$ cat src/rtl/vpe_pkg.sv
// rtl/vpe_pkg.sv - shared types and signed add/saturate helpers for the psum cache
package vpe_pkg;

  typedef enum logic [1:0] {
    CMD_CLEAR = 2'b00,
    CMD_ACCU  = 2'b01,
    CMD_LOAD  = 2'b10,
    CMD_DRAIN = 2'b11
  } psum_cmd_e;

  typedef enum logic [2:0] {
    ST_CLEAR = 3'b000,
    ST_ACCU  = 3'b001,
    ST_LOAD  = 3'b010,
    ST_DRAIN = 3'b011,
    ST_IDLE  = 3'b100
  } psum_state_e;

  // Operands arrive sign-extended to 64 bits; w is the stored width (w <= 62).
  function automatic logic signed [63:0] sat_max(input int w);
    return (64'sd1 <<< (w - 1)) - 64'sd1;
  endfunction

  function automatic logic signed [63:0] sat_min(input int w);
    return -(64'sd1 <<< (w - 1));
  endfunction

  function automatic logic sat_ovf(input logic signed [63:0] a, input logic signed [63:0] b,
                                   input int w);
    logic signed [63:0] s;
    s = a + b;
    return (s > sat_max(w)) || (s < sat_min(w));
  endfunction

  function automatic logic signed [63:0] sat_add(input logic signed [63:0] a,
                                                 input logic signed [63:0] b,
                                                 input int w, input logic sat);
    logic signed [63:0] s;
    s = a + b;
    if (sat && (s > sat_max(w))) return sat_max(w);
    if (sat && (s < sat_min(w))) return sat_min(w);
    return s;
  endfunction

endpackage

$ cat src/rtl/vpe_psum_lane.sv
// rtl/vpe_psum_lane.sv - one lane of psum storage with saturating accumulate and sticky overflow
module vpe_psum_lane
  import vpe_pkg::*;
#(
  parameter int PSUM_WIDTH = 32,
  parameter int I_WIDTH    = 16,
  parameter int DEPTH      = 16,
  parameter int SATURATE   = 1,
  parameter int IDX_W      = $clog2(DEPTH)
) (
  input  logic                  clk,
  input  logic                  rst,
  input  logic [IDX_W-1:0]      i_idx,
  input  logic                  i_clr,
  input  logic                  i_acc,
  input  logic                  i_ld,
  input  logic                  i_ovf_clr,
  input  logic [I_WIDTH-1:0]    i_in,
  input  logic [PSUM_WIDTH-1:0] i_ld_data,
  output logic [PSUM_WIDTH-1:0] o_data,
  output logic                  o_ovf
);

  logic [PSUM_WIDTH-1:0] r_mem [DEPTH];
  logic                  r_ovf;
  logic signed [63:0]    w_a;
  logic signed [63:0]    w_b;
  logic [PSUM_WIDTH-1:0] w_sum;
  logic                  w_ovf;

  assign o_data = r_mem[i_idx];
  assign o_ovf  = r_ovf;
  assign w_a    = {{(64-PSUM_WIDTH){o_data[PSUM_WIDTH-1]}}, o_data};
  assign w_b    = {{(64-I_WIDTH){i_in[I_WIDTH-1]}}, i_in};
  assign w_sum  = PSUM_WIDTH'(sat_add(w_a, w_b, PSUM_WIDTH, SATURATE != 0));
  assign w_ovf  = sat_ovf(w_a, w_b, PSUM_WIDTH);

  always_ff @(posedge clk or posedge rst) begin
    if (rst) begin
      for (int i = 0; i < DEPTH; i++) r_mem[i] <= '0;
      r_ovf <= 1'b0;
    end else begin
      if (i_clr)      r_mem[i_idx] <= '0;
      else if (i_acc) r_mem[i_idx] <= w_sum;
      else if (i_ld)  r_mem[i_idx] <= i_ld_data;
      if (i_ovf_clr)            r_ovf <= 1'b0;
      else if (i_acc && w_ovf)  r_ovf <= 1'b1;
    end
  end

endmodule

$ cat src/rtl/vpe_psum_cache_mc.sv
// rtl/vpe_psum_cache_mc.sv - multi-lane psum cache: pass FSM, index, handshakes, lane array
module vpe_psum_cache_mc
  import vpe_pkg::*;
#(
  parameter int PSUM_WIDTH = 32,
  parameter int I_WIDTH    = 16,
  parameter int LANES      = 4,
  parameter int DEPTH      = 16,
  parameter int SATURATE   = 1,
  localparam int IDX_W     = $clog2(DEPTH)
) (
  input  logic                        clk,
  input  logic                        rst,
  input  logic                        cmd_valid,
  output logic                        cmd_ready,
  input  logic [1:0]                  cmd_op,
  input  logic [IDX_W-1:0]            cmd_last,
  input  logic                        cmd_zero,
  input  logic                        in_valid,
  output logic                        in_ready,
  input  logic [LANES*I_WIDTH-1:0]    in_data,
  input  logic                        load_valid,
  output logic                        load_ready,
  input  logic [LANES*PSUM_WIDTH-1:0] load_data,
  output logic                        out_valid,
  input  logic                        out_ready,
  output logic [LANES*PSUM_WIDTH-1:0] out_data,
  output logic                        busy,
  output logic [IDX_W-1:0]            idx,
  output logic [LANES-1:0]            ovf_sticky
);

  psum_state_e      r_state, w_state_nxt;
  psum_cmd_e        w_cmd;
  logic [IDX_W-1:0] r_idx, w_idx_nxt, r_len, w_len_nxt, w_cmd_last;
  logic             r_zero, w_zero_nxt;
  logic             w_beat, w_clr, w_acc, w_ld, w_ovf_clr;

  assign w_cmd      = psum_cmd_e'(cmd_op);
  assign w_cmd_last = ({1'b0, cmd_last} > (IDX_W+1)'(DEPTH-1)) ? IDX_W'(DEPTH-1) : cmd_last;
  // CLEAR always starts at index 0, so its first cycle is the one with idx 0.
  assign w_ovf_clr  = (r_state == ST_CLEAR) && (r_idx == '0);
  assign busy       = (r_state != ST_IDLE);
  assign idx        = r_idx;

  always_ff @(posedge clk or posedge rst) begin
    if (rst) begin
      r_state <= ST_IDLE;
      r_idx   <= '0;
      r_len   <= '0;
      r_zero  <= 1'b0;
    end else begin
      r_state <= w_state_nxt;
      r_idx   <= w_idx_nxt;
      r_len   <= w_len_nxt;
      r_zero  <= w_zero_nxt;
    end
  end

  always_comb begin
    w_state_nxt = r_state;
    w_idx_nxt   = r_idx;
    w_len_nxt   = r_len;
    w_zero_nxt  = r_zero;
    cmd_ready   = 1'b0;
    in_ready    = 1'b0;
    load_ready  = 1'b0;
    out_valid   = 1'b0;
    w_beat      = 1'b0;
    w_clr       = 1'b0;
    w_acc       = 1'b0;
    w_ld        = 1'b0;
    case (r_state)
      ST_IDLE: begin
        cmd_ready = 1'b1;
        if (cmd_valid) begin
          case (w_cmd)
            CMD_CLEAR: w_state_nxt = ST_CLEAR;
            CMD_ACCU:  w_state_nxt = ST_ACCU;
            CMD_LOAD:  w_state_nxt = ST_LOAD;
            CMD_DRAIN: w_state_nxt = ST_DRAIN;
            default:   w_state_nxt = ST_IDLE;
          endcase
          w_len_nxt  = w_cmd_last;
          w_zero_nxt = cmd_zero;
          w_idx_nxt  = '0;
        end
      end
      ST_CLEAR: begin
        w_beat = 1'b1;
        w_clr  = 1'b1;
      end
      ST_ACCU: begin
        in_ready = 1'b1;
        w_beat   = in_valid;
        w_acc    = in_valid;
      end
      ST_LOAD: begin
        load_ready = 1'b1;
        w_beat     = load_valid;
        w_ld       = load_valid;
      end
      ST_DRAIN: begin
        out_valid = 1'b1;
        w_beat    = out_ready;
        w_clr     = out_ready && r_zero;
      end
      default: w_state_nxt = ST_IDLE;
    endcase
    if (w_beat) begin
      if (r_idx == r_len) begin
        w_idx_nxt   = '0;
        w_state_nxt = ST_IDLE;
      end else begin
        w_idx_nxt = r_idx + 1'b1;
      end
    end
  end

  for (genvar g = 0; g < LANES; g++) begin : g_lane
    vpe_psum_lane #(
      .PSUM_WIDTH(PSUM_WIDTH),
      .I_WIDTH   (I_WIDTH),
      .DEPTH     (DEPTH),
      .SATURATE  (SATURATE),
      .IDX_W     (IDX_W)
    ) u_lane (
      .clk      (clk),
      .rst      (rst),
      .i_idx    (r_idx),
      .i_clr    (w_clr),
      .i_acc    (w_acc),
      .i_ld     (w_ld),
      .i_ovf_clr(w_ovf_clr),
      .i_in     (in_data[g*I_WIDTH +: I_WIDTH]),
      .i_ld_data(load_data[g*PSUM_WIDTH +: PSUM_WIDTH]),
      .o_data   (out_data[g*PSUM_WIDTH +: PSUM_WIDTH]),
      .o_ovf    (ovf_sticky[g])
    );
  end

endmodule

$ cat config.mk
export PLATFORM = sky130hd
export DESIGN_NAME = vpe_psum_cache_mc
export DESIGN_NICKNAME = d
export VERILOG_FILES = /design/src/rtl/vpe_pkg.sv /design/src/rtl/vpe_psum_lane.sv /design/src/rtl/vpe_psum_cache_mc.sv
export SDC_FILE = /design/constraint.sdc
export NUM_CORES = 2
export LEC_CHECK = 0
export BUFFER_PORTS_ARGS = -buffer_cell sky130_fd_sc_hd__buf_2
export CAP_MARGIN = 20
export CORE_UTILIZATION = 50
export DETAILED_ROUTE_END_ITERATION = 8
export PLACE_DENSITY = 0.7
export SLEW_MARGIN = 20
export SYNTH_ARGS = -nofsm -noshare
export SYNTH_HDL_FRONTEND = slang
export SYNTH_HIERARCHICAL = 1
export SYNTH_SLANG_ARGS = --single-unit
$ cat constraint.sdc
create_clock -name clk -period 14.45 [get_ports clk]
set_input_delay 0 -clock clk [delete_from_list [all_inputs] [get_ports clk]]
set_output_delay 0 -clock clk [all_outputs]
set_load 0.02 [all_outputs]
==> results.sh <==
export IMPL_outcome="finished, violations left"
export IMPL_violations="design-rule violations"
export IMPL_path_max_fanout=115
export IMPL_start_util_pct=50.3
export IMPL_die_x_um=458
export IMPL_ctsResizeCount=0
export IMPL_first_iter_violations=9370
export IMPL_reg2reg_slack_ns=6.29
export IMPL_hold_violations=0
export IMPL_core_rowCount=167
export IMPL_path_delay_family="compound AO/OA/AOI/OAI gates"
export IMPL_syn_area_per_cell_um2=11.0
export IMPL_place_inst=11905
export IMPL_worstSetupStartpoint="idx[1]"
export IMPL_clock_path_buffers=3
export IMPL_grt_max_degree=197
export IMPL_postSynthCellCount=9503
export IMPL_synth_edf_count=0
export IMPL_routed_via_density=6.47
export IMPL_drive_above_1_share_pct=20.0
export IMPL_seq_area_frac_synth_pct=49.6
export IMPL_clkTransAtPathRegs_ns=0.06
export IMPL_synth_area_top_cells="dfrtp_1 (50%), mux4_2 (14%), o31ai_1 (10%), nand2_1 (7.6%), clkbuf_1 (2.5%)"
export IMPL_vias=80718
export IMPL_setup_viol=0
export IMPL_grt_usage_pct=29.6
export IMPL_grt_pass1_vias=79948
export IMPL_max_freq_mhz=123
export IMPL_layout_common_cells="dfrtp_1 (2059), nand2_1 (2057), o31ai_1 (1398)"
export IMPL_cpPeakStageDelay_ns=1.06
export IMPL_worst_slack_ns=6.29
export IMPL_crit_slowest_cell="dfrtp_4"
export IMPL_period_needed_ns=8.16
export IMPL_final_common_cell="dfrtp_1"
export IMPL_crit_arrival_ns=9.00
export IMPL_antenna_found_initial=10
export IMPL_endpoint="g_lane[3].u_lane/r_mem[72]"
export IMPL_yosys_warnings=6
export IMPL_dr_pass1_iters=8
export IMPL_max_cap_viol_count=0
export IMPL_placed_area_um2=107000
export IMPL_crit_chain="buf_4 > buf_12 > mux4_2 > mux4_2 > ha_1 > a2111o_1 > a21oi_1 > o31ai_1 > a211oi_1 > o32ai_4 > o211ai_4 > buf_4 > o211ai_4 > a31oi_1 > dlygate4sd3_1"
export IMPL_grt_pass1_wl_um=482000
export IMPL_skew_ns=0.0752
export IMPL_place_congestion=0.955
export IMPL_ys_ff_latch=2064
export IMPL_path_depth=15
export IMPL_cts_sinks=2064
export IMPL_drt_wl_total_um=313000
export IMPL_tritoncts="yes"
export IMPL_fp_dieH_um=458
export IMPL_start_kind="register"
export IMPL_ys_flop_type="dfrtp_1"
export IMPL_ios=346
export IMPL_total_power_mw=29.5
export IMPL_synthDistinctLibCells=87
export IMPL_end_kind="register"
export IMPL_cts_max_level=4
export IMPL_slew_viol_final=0
export IMPL_cp_required_ns=15.29
export IMPL_regToRegStartpoint="idx[1]"
export IMPL_clkLatencyLatePin_ns=0.90
export IMPL_cts_root_buffer="clkbuf_16"
export IMPL_hold_slack_ns=0.0659
export IMPL_final_util_pct=56.5
export IMPL_async_reset_ff_share_pct=100
export IMPL_synth_top_area_share_pct=49.6
export IMPL_fin_nets=9843
export IMPL_area_delta_synth_final_pct=12.4
export IMPL_hold_class="in -> reg"
export IMPL_synth_nets=9842
export IMPL_fillCellCount=16932
export IMPL_stdcell_area_um2=117000
export IMPL_numCtsBuffers=217
export IMPL_ir_drop_mv=0.223
export IMPL_maxSlewHeadroom_pct=20.8
export IMPL_fin_crit_sh_pct=56.5
export IMPL_synth_top_area_cell="dfrtp_1"
export IMPL_io_buffers=345
export IMPL_dp_hpwl_um=185000
export IMPL_p_per_area_nw_per_um2=252
export IMPL_ant_nets=0
export IMPL_crit_buf_inv=4
export IMPL_rr_endpoint="g_lane[3].u_lane/r_mem[72]"
export IMPL_critPathKind="reg -> reg"
export IMPL_die_area_um2=210000
export IMPL_reg2reg_depth=15
export IMPL_routedWlPerCell_um=25.0
export IMPL_layout_cells_non_filler=12480
export IMPL_multi_input_area_um2=49400
export IMPL_preCtsSetupSlack_ns=6.29
export IMPL_syn_cell_area_um2=104000
export IMPL_rsz0062_at_grt="false"
export IMPL_final_seq_area_um2=51700
export IMPL_worst_pin_slew_ns=1.18
export IMPL_drc=1
export IMPL_grt_ovfl_total=0
export IMPL_p_leak_nw=49.3
export IMPL_design_core_area_um2=207000
export IMPL_tns_ns=0
## how the worst min path moves through the flow
stage	endpoint	start	depth (start not counted)	slack (ns)
floorplan	idx[0]	rst	1	-0.14
global placement	r_zero	cmd_zero	2	0.23
detailed placement	r_zero	cmd_zero	2	0.24
CTS	g_lane[0].u_lane/r_mem[84]	load_data[20]	5	0.0002
global route	g_lane[0].u_lane/r_mem[372]	load_data[20]	5	0.05
finish	g_lane[1].u_lane/r_mem[355]	in_data[19]	6	0.07
## worst register-to-register path, cell delays in order (launching register included)
cell and delay (ns):
dfrtp_4 1.06, buf_4 0.81, buf_12 0.69, mux4_2 0.60
mux4_2 0.60, ha_1 0.42, a2111o_1 0.39, a21oi_1 0.13
o31ai_1 0.13, a211oi_1 0.52, o32ai_4 0.27, o211ai_4 0.77
buf_4 0.58, o211ai_4 0.30, a31oi_1 0.24, dlygate4sd3_1 0.59
## cells in the mapped netlist (49+ instances only)
master	instances
nand2_1	2096
dfrtp_1	2063
o31ai_1	1398
clkbuf_1	686
mux4_2	640
nor2_1	459
o21ai_0	287
a31oi_1	285
a21oi_1	177
ha_1	130
o21ai_1	127
mux2_2	117
buf_2	110
o21bai_1	101
xnor2_1	82
a21oi_2	69
inv_1	56
buf_1	49
## cells by family after synthesis
group | Yosys count | share of synthesized area, %
multiplexers | 770 | 15.3
AO/OA/AOI/OAI | 2695 | 18.3
flip-flops | 2064 | 49.6
XOR/XNOR | 101 | 0.849
adder cells (fa/ha/maj) | 134 | 1.64
buffers and inverters | 937 | 3.75
AND/OR/NAND/NOR | 2802 | 10.6
## power breakdown
part	total [mW]	leakage [nW]	internal [mW]	switching, mW
registers	9.30	27.4	8.02	1.28
logic	14.4	18.2	5.52	8.85
clock network	5.80	3.66	3.35	2.45
## flip-flops by register name (all words and copies together), names as in the netlist
name,flops
g_lane.u_lane/o_ovf,4
r_len,4
r_state,3
r_zero,1
g_lane.u_lane/r_mem,2048
idx,4
## what timing repair did
action / CTS / global route
hold endpoints to repair: 2389 / 13
setup endpoints to repair: 0 / 0
hold buffers: 160 / 2
buffers inserted: 0 / 0
## metal layers
layer  track usage, %  part of all wire (%)  vias up
met1             40.7                    40    40861
met4             10.8                   3.6        2
met3             6.27                   9.8      703
met2             46.5                    47     3959
li1                 -                     -    35193
met5                0                0.0048        -
## cell type report
| cell class | count | area share, % |
|---|---|---|
| flip-flops and latches | 2064 | 44.1 |
| multi-input cells | 6502 | 42.2 |
| clock buffers | 310 | 5.33 |
| repair buffers | 663 | 4.05 |
| well taps | 2788 | 2.98 |
| clock inverters | 92 | 1.10 |
| inverters | 56 | 0.209 |
| diodes | 5 | 0.0107 |
(Power assumes the default switching activity.)
